$ cat src/rtl/vga_logo_engine.sv
// vga_logo_engine: VGA timing generator with a 2x2 coloured-square logo.
// A clk divider produces pix_ce. Pixel counters drive registered, pixel-aligned
// sync/de/rgb outputs. The logo origin is loaded through a valid/ready port and
// only takes effect at a frame boundary, so a frame is never drawn half old and
// half new.
// Optional feature: define LOGO_BOUNCE_EN to make the logo bounce by one pixel
// per frame whenever no new origin is pending.
//
// cfg handshake: a transfer happens on a clk where cfg_valid and cfg_ready are
// both 1. cfg_ready is 1 while no origin is pending. It drops on the clk after a
// transfer and returns on the clk after the frame_end that applies the origin.
// cfg_x/cfg_y are ignored while cfg_ready is 0.
module vga_logo_engine #(
  parameter int CLK_DIV    = 2,
  parameter int H_ACTIVE   = 640,
  parameter int H_FP       = 16,
  parameter int H_SYNC     = 96,
  parameter int H_BP       = 48,
  parameter int V_ACTIVE   = 480,
  parameter int V_FP       = 10,
  parameter int V_SYNC     = 2,
  parameter int V_BP       = 33,
  parameter int WIN_SIZE   = 49,
  parameter int WIN_GAP    = 31,
  parameter int ORIGIN_X   = 256,
  parameter int ORIGIN_Y   = 41,
  parameter int COLOR_BITS = 1
) (
  input  logic                  clk,
  input  logic                  rst,
  input  logic                  cfg_valid,
  output logic                  cfg_ready,
  input  logic [9:0]            cfg_x,
  input  logic [9:0]            cfg_y,
  output logic                  pix_ce,
  output logic                  h_sync,
  output logic                  v_sync,
  output logic                  de,
  output logic [COLOR_BITS-1:0] r_out,
  output logic [COLOR_BITS-1:0] g_out,
  output logic [COLOR_BITS-1:0] b_out,
  output logic                  frame_end
);

  localparam int H_TOTAL = H_ACTIVE + H_FP + H_SYNC + H_BP;
  localparam int V_TOTAL = V_ACTIVE + V_FP + V_SYNC + V_BP;
  localparam int LOGO    = 2 * WIN_SIZE + WIN_GAP;
  localparam int X_MAX   = H_ACTIVE - LOGO;
  localparam int Y_MAX   = V_ACTIVE - LOGO;
  localparam int HW      = $clog2(H_TOTAL);
  localparam int VW      = $clog2(V_TOTAL);
  localparam int DW      = (CLK_DIV > 1) ? $clog2(CLK_DIV) : 1;
  localparam int MW      = (HW > VW) ? HW : VW;
  localparam int CW      = ((MW > 10) ? MW : 10) + 2;

  logic [DW-1:0] div_cnt;
  logic [DW-1:0] div_nxt;
  logic [HW-1:0] h_cnt;
  logic [VW-1:0] v_cnt;
  logic          h_last;
  logic          v_last;
  logic [9:0]    org_x;
  logic [9:0]    org_y;
  logic [9:0]    pend_x;
  logic [9:0]    pend_y;
  logic [9:0]    clamp_x;
  logic [9:0]    clamp_y;
  logic          xfer;

  // Next divider value; pix_ce is registered so it lines up with div_cnt.
  always_comb begin
    div_nxt = (div_cnt == DW'(CLK_DIV - 1)) ? '0 : div_cnt + DW'(1);
  end

  // Pixel clock enable divider.
  always_ff @(posedge clk) begin
    if (rst) begin
      div_cnt <= '0;
      pix_ce  <= 1'b0;
    end else begin
      div_cnt <= div_nxt;
      pix_ce  <= (div_nxt == DW'(CLK_DIV - 1));
    end
  end

  assign h_last    = (h_cnt == HW'(H_TOTAL - 1));
  assign v_last    = (v_cnt == VW'(V_TOTAL - 1));
  assign frame_end = pix_ce & h_last & v_last;

  // Horizontal/vertical position counters, advancing once per pixel.
  always_ff @(posedge clk) begin
    if (rst) begin
      h_cnt <= '0;
      v_cnt <= '0;
    end else if (pix_ce) begin
      if (h_last) begin
        h_cnt <= '0;
        v_cnt <= v_last ? '0 : v_cnt + VW'(1);
      end else begin
        h_cnt <= h_cnt + HW'(1);
      end
    end
  end

  // Geometry is evaluated on a common wider width so origin+LOGO cannot wrap.
  logic [CW-1:0] hx, vy, ox_w, oy_w;
  logic in_x0, in_x1, in_y0, in_y1, active, hs_on, vs_on;

  assign hx     = CW'(h_cnt);
  assign vy     = CW'(v_cnt);
  assign ox_w   = CW'(org_x);
  assign oy_w   = CW'(org_y);
  assign in_x0  = (hx >= ox_w) && (hx < ox_w + CW'(WIN_SIZE));
  assign in_x1  = (hx >= ox_w + CW'(WIN_SIZE + WIN_GAP)) && (hx < ox_w + CW'(LOGO));
  assign in_y0  = (vy >= oy_w) && (vy < oy_w + CW'(WIN_SIZE));
  assign in_y1  = (vy >= oy_w + CW'(WIN_SIZE + WIN_GAP)) && (vy < oy_w + CW'(LOGO));
  assign active = (hx < CW'(H_ACTIVE)) && (vy < CW'(V_ACTIVE));
  assign hs_on  = (hx >= CW'(H_ACTIVE + H_FP)) && (hx < CW'(H_ACTIVE + H_FP + H_SYNC));
  assign vs_on  = (vy >= CW'(V_ACTIVE + V_FP)) && (vy < CW'(V_ACTIVE + V_FP + V_SYNC));

  // Registered video outputs: one pixel behind the counters, all aligned.
  always_ff @(posedge clk) begin
    if (rst) begin
      h_sync <= 1'b1;
      v_sync <= 1'b1;
      de     <= 1'b0;
      r_out  <= '0;
      g_out  <= '0;
      b_out  <= '0;
    end else if (pix_ce) begin
      h_sync <= ~hs_on;
      v_sync <= ~vs_on;
      de     <= active;
      r_out  <= {COLOR_BITS{active & ((in_x0 & in_y0) | (in_x1 & in_y1))}};
      g_out  <= {COLOR_BITS{active & in_x1 & (in_y0 | in_y1)}};
      b_out  <= {COLOR_BITS{active & in_x0 & in_y1}};
    end
  end

  // Clamp requested origin so the whole logo stays inside the active area.
  always_comb begin
    clamp_x = (cfg_x > 10'(X_MAX)) ? 10'(X_MAX) : cfg_x;
    clamp_y = (cfg_y > 10'(Y_MAX)) ? 10'(Y_MAX) : cfg_y;
  end

  assign xfer = cfg_valid & cfg_ready;

`ifdef LOGO_BOUNCE_EN
  logic       dir_x, dir_y;
  logic       bdx_nxt, bdy_nxt;
  logic [9:0] bx_nxt, by_nxt;

  // Next bounce step: reverse at an edge, so the edge position lasts one frame.
  always_comb begin
    bdx_nxt = dir_x;
    bdy_nxt = dir_y;
    if (dir_x && org_x >= 10'(X_MAX)) bdx_nxt = 1'b0;
    else if (!dir_x && org_x == 10'd0) bdx_nxt = 1'b1;
    if (dir_y && org_y >= 10'(Y_MAX)) bdy_nxt = 1'b0;
    else if (!dir_y && org_y == 10'd0) bdy_nxt = 1'b1;
    bx_nxt = org_x;
    by_nxt = org_y;
    if (X_MAX > 0) bx_nxt = bdx_nxt ? org_x + 10'd1 : org_x - 10'd1;
    if (Y_MAX > 0) by_nxt = bdy_nxt ? org_y + 10'd1 : org_y - 10'd1;
  end
`endif

  // Origin, pending slot and cfg_ready; pending is applied only at frame_end.
  always_ff @(posedge clk) begin
    if (rst) begin
      org_x     <= 10'(ORIGIN_X);
      org_y     <= 10'(ORIGIN_Y);
      pend_x    <= '0;
      pend_y    <= '0;
      cfg_ready <= 1'b1;
`ifdef LOGO_BOUNCE_EN
      dir_x     <= 1'b1;
      dir_y     <= 1'b1;
`endif
    end else begin
      if (frame_end && !cfg_ready) begin
        org_x     <= pend_x;
        org_y     <= pend_y;
        pend_x    <= '0;
        pend_y    <= '0;
        cfg_ready <= 1'b1;
`ifdef LOGO_BOUNCE_EN
        dir_x     <= 1'b1;
        dir_y     <= 1'b1;
      end else if (frame_end) begin
        org_x     <= bx_nxt;
        org_y     <= by_nxt;
        dir_x     <= bdx_nxt;
        dir_y     <= bdy_nxt;
`endif
      end
      // A transfer on the frame_end clk itself lands here and waits a frame.
      if (xfer) begin
        pend_x    <= clamp_x;
        pend_y    <= clamp_y;
        cfg_ready <= 1'b0;
      end
    end
  end

endmodule
$ cat config.mk
export PLATFORM = sky130hd
export DESIGN_NAME = vga_logo_engine
export DESIGN_NICKNAME = d
export VERILOG_FILES = /design/src/rtl/vga_logo_engine.sv
export SDC_FILE = /design/constraint.sdc
export NUM_CORES = 1
export LEC_CHECK = 0
export ABC_AREA = 1
export CAP_MARGIN = 10
export CORE_MARGIN = 4
export CORE_UTILIZATION = 43
export CTS_CLUSTER_SIZE = 30
export DETAILED_ROUTE_END_ITERATION = 10
export GPL_ROUTABILITY_DRIVEN = 1
export MAX_ROUTING_LAYER = met4
export PLACE_DENSITY_LB_ADDON = 0.2
export SETUP_SLACK_MARGIN = 0.4
export SLEW_MARGIN = 20
export SYNTH_ARGS = -nofsm -noshare
export SYNTH_HDL_FRONTEND = slang
export SYNTH_SLANG_ARGS = --single-unit
$ cat constraint.sdc
create_clock -name clk -period 6.7 [get_ports clk]
set_clock_uncertainty 0.15 [all_clocks]
set_input_delay 1.34 -clock clk [delete_from_list [all_inputs] [get_ports clk]]
set_output_delay 1.34 -clock clk [all_outputs]
set_load 0.02 [all_outputs]
==> results.sh, run 1 <==
export IMPL_status="finished, final reports clean"
export IMPL_p_leak_nw=2.824
export IMPL_yosysTopAreaCell="dfxtp_1"
export IMPL_die_y_um=118.5
export IMPL_hp_class="reg -> reg"
export IMPL_drive_gt1_share_pct=5.277
export IMPL_setup_viol=0
export IMPL_muxShareOfSynthArea_pct=0
export IMPL_use_met3_pct=3.636
export IMPL_crit_type="reg -> out"
export IMPL_yosys_area_share_simple_pct=25.83
export IMPL_cts_buffers=9
export IMPL_wirelength_um=13130
export IMPL_synth_top_area_share_pct=25.92
export IMPL_p_per_area_nw_per_um2=162.9
export IMPL_r2r_end="g_out$_SDFFE_PP0P_"
export IMPL_min_delay_start="pend_y[9]$_SDFFE_PP0P_"
export IMPL_drc=0
export IMPL_setup_tns_ns=0
export IMPL_synthAdderAreaFrac_pct=18.58
export IMPL_hold_buffers=0
export IMPL_pre_cts_ws_ns=3.371
export IMPL_drv_slew=0
export IMPL_synth_cell_types=38
export IMPL_place_hpwl_um=10350
export IMPL_ctsResizeCount=0
export IMPL_cts_root_buf="clkbuf_16"
export IMPL_start_util_pct=43.90
export IMPL_synth_seq_cells=68
export IMPL_hold_depth=2
export IMPL_routedWlPerCell_um=14.21
export IMPL_via_count=4818
export IMPL_synth_area_um2=5251
export IMPL_synth_ff_type="dfxtp_1"
export IMPL_dp_cells=908
export IMPL_grt_pass1_wl_um=22370
export IMPL_rsz0062_at_grt="false"
export IMPL_cpPeakStageDelay_ns=0.61
export IMPL_maxCapViolations=0
export IMPL_crit_path_top_delay_cell="clkdlybuf4s50_1"
export IMPL_cts_sinks=68
export IMPL_ir_drop_uv=115.5
export IMPL_synthTopCellsByArea="dfxtp_1, ha_1, nand2_1"
export IMPL_cts_tree="done"
export IMPL_antennaDiodeCount=0
export IMPL_fin_util_pct=49.99
export IMPL_io_pins=32
export IMPL_synthArstFlopShare_pct=0
export IMPL_grt_use_met1_pct=24.57
export IMPL_busiest_layer="met2"
export IMPL_rr_worst_depth=14
export IMPL_worst_skew_pair_late_latency_ns=0.34
export IMPL_worst_slack_ns=3.066
export IMPL_ant_nets=0
export IMPL_antenna_found_initial=0
export IMPL_synth_compound_area_share_pct=15.77
export IMPL_critPathArrivalTime_ns=2.14
export IMPL_drt_iter0_markers=252
export IMPL_die_w_um=118.5
export IMPL_grt_usage_pct=19.67
export IMPL_rows=40
export IMPL_yosysSeqAreaShare_pct=25.92
export IMPL_crit_chain="inv_1 -> ha_1 -> nand2_1 -> nor3_2 -> inv_2 -> nor2_4 -> clkdlybuf4s50_1"
export IMPL_grt_max_degree=50
export IMPL_synth_edf_count=0
export IMPL_fin_cells=924
export IMPL_slew_headroom_pct=38.10
export IMPL_grt_pass1_vias=4788
export IMPL_coreArea_um2=11960
export IMPL_critPathLaunchType="register"
export IMPL_hold_path_endpoint="pend_y[9]$_SDFFE_PP0P_"
export IMPL_synth_top_family_by_area="simple AND/OR/NAND/NOR gates"
export IMPL_dieArea_um2=14040
export IMPL_cp_required_ns=5.21
export IMPL_synth_warnings=0
export IMPL_h_tree_depth=3
export IMPL_post_route_period_util_pct=54.24
export IMPL_port_buffers=31
export IMPL_clk_pin_slew_ns=0.06
export IMPL_ff2ff_setup_slack_ns=3.77
export IMPL_synth_most_common_cell="nand2_1"
export IMPL_synth_area_per_cell_um2=7.068
export IMPL_fin_nets=873
export IMPL_gp_congestion=0.9652
export IMPL_reg2reg_from="org_y[4]$_SDFFE_PP0P_"
export IMPL_worst_pin_slew_ns=0.9252
export IMPL_gr_usage_met2_pct=32.26
export IMPL_viasPerCell=5.214
export IMPL_hold_viol_final=0
export IMPL_cts_max_path_buffers=2
export IMPL_syn2layout_area_growth_pct=13.87
export IMPL_cp_max_fo=6
export IMPL_critPathCaptureType="primary output"
export IMPL_post_route_min_period_ns=3.634
export IMPL_postSynthNetCount=844
export IMPL_syn_inst=743
export IMPL_post_cts_buffers=0
export IMPL_ys_top_cells_by_count="nand2_1, inv_1, nor2_1"
export IMPL_grt_overflow=0
export IMPL_synth_xor_area_share_pct=5.504
export IMPL_firstDrtPassIters=5
export IMPL_max_freq_mhz=275.2
sequential cells by signal, summed over array words and instances, names as in the netlist, 10 cells and up:
name,flops
v_cnt,10
org_y,10
pend_x,10
org_x,10
h_cnt,10
pend_y,10
routing by layer:
| metal | part of all wire [%] | vias up |
|---|---|---|
| met3 | 2.8 | 25 |
| met2 | 46 | 69 |
| met5 | 0 | - |
| met1 | 48 | 2193 |
| li1 | - | 2531 |
| met4 | 2.4 | 0 |
worst max path at each step:
stage                               start                     end  cells after the start
finish              v_cnt[0]$_SDFFE_PP0P_               frame_end                      7
global route        v_cnt[0]$_SDFFE_PP0P_               frame_end                      7
CTS                 v_cnt[0]$_SDFFE_PP0P_               frame_end                      7
detailed placement              cfg_valid  pend_y[0]$_SDFFE_PP0P_                      5
global placement                cfg_valid  pend_y[8]$_SDFFE_PP0P_                      5
floorplan           v_cnt[0]$_SDFFE_PP0P_               frame_end                      6
logic make-up (layout without fill, tap and decap cells):
| kind of cell | Yosys count | count (layout) |
|---|---|---|
| simple gates | 313 | 313 |
| compound gates | 140 | 140 |
| buf+inv | 111 | 145 |
| fa+ha+maj | 78 | 78 |
| flops | 68 | 68 |
| xor+xnor | 33 | 33 |
layout by cell type (no fill, tap or decap), types with 2 or more instances in the layout:
cell type,count
nand2_1,136
inv_1,88
nor2_1,87
ha_1,78
dfxtp_1,68
a21oi_1,58
nand3_1,53
o21ai_0,50
xor2_1,30
clkdlybuf4s50_1,30
nor3_1,11
nand4_1,10
a211oi_1,9
a211oi_2,9
clkbuf_16,9
inv_2,5
a21o_1,4
inv_6,4
clkinv_1,3
nor3_2,3
xnor2_1,3
o211ai_1,3
o21a_1,3
nand2_2,2
nor4_1,2
nor3b_1,2
nand3b_1,2
power breakdown:
part           internal (W)   total, W  switching, W  leakage, nW
Clock              0.000294   0.000490      0.000196        0.147
Sequential         0.000415   0.000423    0.00000782        0.553
Combinational     0.0000269  0.0000619     0.0000350         2.12
Total              0.000736   0.000974      0.000238         2.82
worst max-delay path, delay by kind of cell (launching register included):
family                     cells  cell delay [ns]
adders and majority gates      1             0.18
buffers and inverters          3             0.86
DFF                            1             0.32
and+or+nand+nor                3             0.46
metrics by stage:
stage	instance area [µm²]	total power (W)	hold slack [ns]
final	5979	0.0009740	0.2946
after floorplan	5251	0.0004644	0.2670
after global routing	5979	0.001006	0.3296
after CTS	5979	0.0009801	0.2991
after global placement	5673	0.0004920	0.2797
after detailed placement	5673	0.0004931	0.2896
final cells by class:
type | count | area [µm²]
Inverter | 97 | 365.4
Clock inverter | 7 | 81.33
Sequential cell | 68 | 1361
Timing Repair Buffer | 32 | 312.8
Clock buffer | 9 | 225.2
Tap cell | 147 | 183.9
Multi-Input combinational cell | 564 | 3450
Fill cell | 1192 | 5982
Power figures use the tool's default switching activity.
==> inputs of run 2 (changes only) <==
==> constraint.sdc (replaced) <==
create_clock -name clk -period 3.6 [get_ports clk]
set_clock_uncertainty 0.15 [all_clocks]
set_input_delay 0.72 -clock clk [delete_from_list [all_inputs] [get_ports clk]]
set_output_delay 0.72 -clock clk [all_outputs]
set_load 0.02 [all_outputs]
==> results.sh, run 2 (synthesis gave the netlist of run 1 again) <==
export IMPL_finalInstanceArea_um2=6005
export IMPL_antenna_found_initial=0
export IMPL_routedWlPerCell_um=14.46
export IMPL_crit_type="reg -> reg"
export IMPL_post_cts_buffers=0
export IMPL_cts_tree="done"
export IMPL_final_cell_mix="nand2_1, inv_1, nor2_1"
export IMPL_grt_pass1_vias=4716
export IMPL_drv_slew=0
export IMPL_max_freq_mhz=353.6
export IMPL_critPathLaunchType="register"
export IMPL_seq_power_share_pct=43.3
export IMPL_post_route_min_period_ns=2.828
export IMPL_cp_max_fo=7
export IMPL_ant_nets=0
export IMPL_netSwitchingFraction_pct=24.55
export IMPL_cts_max_path_buffers=2
export IMPL_hold_viol_final=0
export IMPL_grt_usage_pct=20.43
export IMPL_antennaDiodeCount=0
export IMPL_hold_buffers=0
export IMPL_ir_drop_uv=352.7
export IMPL_cts_root_buf="clkbuf_16"
export IMPL_internal_power_w=0.001371
export IMPL_cpPeakStageDelay_ns=0.45
export IMPL_die_y_um=118.5
export IMPL_pwr_share_comb_pct=6.3
export IMPL_drt_iter0_markers=255
export IMPL_critPathArrivalTime_ns=2.97
export IMPL_drive_gt1_share_pct=5.520
export IMPL_p_leak_nw=2.849
export IMPL_dieArea_um2=14040
export IMPL_crit_buf_inv=3
export IMPL_p_clk_share_pct=50.4
export IMPL_cp_top_family="simple AND/OR/NAND/NOR gates"
export IMPL_drc=0
export IMPL_hp_class="reg -> reg"
export IMPL_via_count=4901
export IMPL_die_w_um=118.5
export IMPL_crit_path_top_delay_cell="dfxtp_1"
export IMPL_cp_required_ns=3.74
export IMPL_whs_ns=0.2921
export IMPL_coreArea_um2=11960
export IMPL_p_switching_w=0.0004461
export IMPL_clk_pin_slew_ns=0.06
export IMPL_ctsResizeCount=0
export IMPL_viasPerCell=5.293
export IMPL_multiInputGateArea_um2=3456
export IMPL_rows=40
export IMPL_io_pins=32
export IMPL_p_per_area_nw_per_um2=302.6
export IMPL_maxCapViolations=0
export IMPL_crit_chain="inv_1 -> o21ai_0 -> nand2_1 -> xor2_1 -> inv_1 -> ha_1 -> nand2_1 -> nor2_1 -> nand2_1 -> a21oi_1 -> nor2_1 -> nor2_1 -> nand2_1 -> nand3_1 -> nand2_1 -> inv_1"
export IMPL_dpl_cell_area_um2=5688
export IMPL_cts_buffers=9
export IMPL_crit_top_cell="nand2_1"
export IMPL_slew_headroom_pct=55.02
export IMPL_n_fill_cell=1187
export IMPL_cts_sinks=68
export IMPL_worst_pin_slew_ns=0.6711
export IMPL_regArea_um2=1361
export IMPL_worst_skew_pair_late_latency_ns=0.35
export IMPL_gp_congestion=0.9379
export IMPL_setup_tns_ns=0
export IMPL_layout_commonest_cell="nand2_1"
export IMPL_start_util_pct=43.90
export IMPL_setup_viol=0
export IMPL_port_buffers=31
export IMPL_grt_pass1_wl_um=22720
export IMPL_post_route_period_util_pct=78.55
export IMPL_status="finished, final reports clean"
export IMPL_grt_overflow=0
export IMPL_fin_util_pct=50.20
export IMPL_h_tree_depth=3
export IMPL_wirelength_um=13390
export IMPL_rsz0062_at_grt="false"
export IMPL_firstDrtPassIters=4
export IMPL_syn2layout_area_growth_pct=14.34
export IMPL_critPathCaptureType="register"
export IMPL_grt_max_degree=50
export IMPL_fin_nets=875
export IMPL_place_hpwl_um=10620
[run 2: worst paths after layout]
check | startpoint | end | cells after the start | slack (ns)
worst min-delay path | pend_x[9]$_SDFFE_PP0P_ | pend_x[9]$_SDFFE_PP0P_ | 2 | 0.29
worst min register to register | pend_x[9]$_SDFFE_PP0P_ | pend_x[9]$_SDFFE_PP0P_ | 2 | 0.29
worst max-delay path | org_y[4]$_SDFFE_PP0P_ | g_out$_SDFFE_PP0P_ | 16 | 0.77
worst max register to register | org_y[4]$_SDFFE_PP0P_ | g_out$_SDFFE_PP0P_ | 16 | 0.77
[run 2: worst min-delay path, stage by stage, from the launching register on]
cell and delay, ns:
dfxtp_1 0.29, inv_1 0.06, nor3_1 0.05
[run 2: metal layers]
metal	GRT usage (%)	part of all wire [%]	up-vias
li1	-	-	2537
met4	6.734	2.3	0
met3	4.354	3.2	22
met1	25.09	46	2255
met2	33.55	48	87
met5	-	0	-
[run 2: final cells by class]
cell class,count,area share [%]
clock buffer,9,3.751
clock inverter,7,1.375
inverter,97,6.085
multi-input combinational,564,57.55
sequential,68,22.67
tap,147,3.063
timing repair buffer,34,5.501
[run 2: through the flow]
step | cells | setup WS [ns] | total power (W)
6_report | 926 | 0.7720 | 0.001817
2_1_floorplan | 743 | 1.303 | 0.0008643
3_5_place_dp | 910 | 0.7708 | 0.0009184
4_1_cts | 926 | 0.4334 | 0.001838
5_1_grt | 926 | 0.4868 | 0.001894
3_3_place_gp | 910 | 0.7957 | 0.0009160
[run 2: power by group through the flow]
stage                     combinational, W  clock, W  sequential, W
final                             0.000115  0.000916       0.000787
after global routing              0.000130  0.000975       0.000789
after CTS                         0.000116  0.000936       0.000787
after detailed placement          0.000115         0       0.000803
after global placement            0.000113         0       0.000803
after floorplan                  0.0000627         0       0.000802
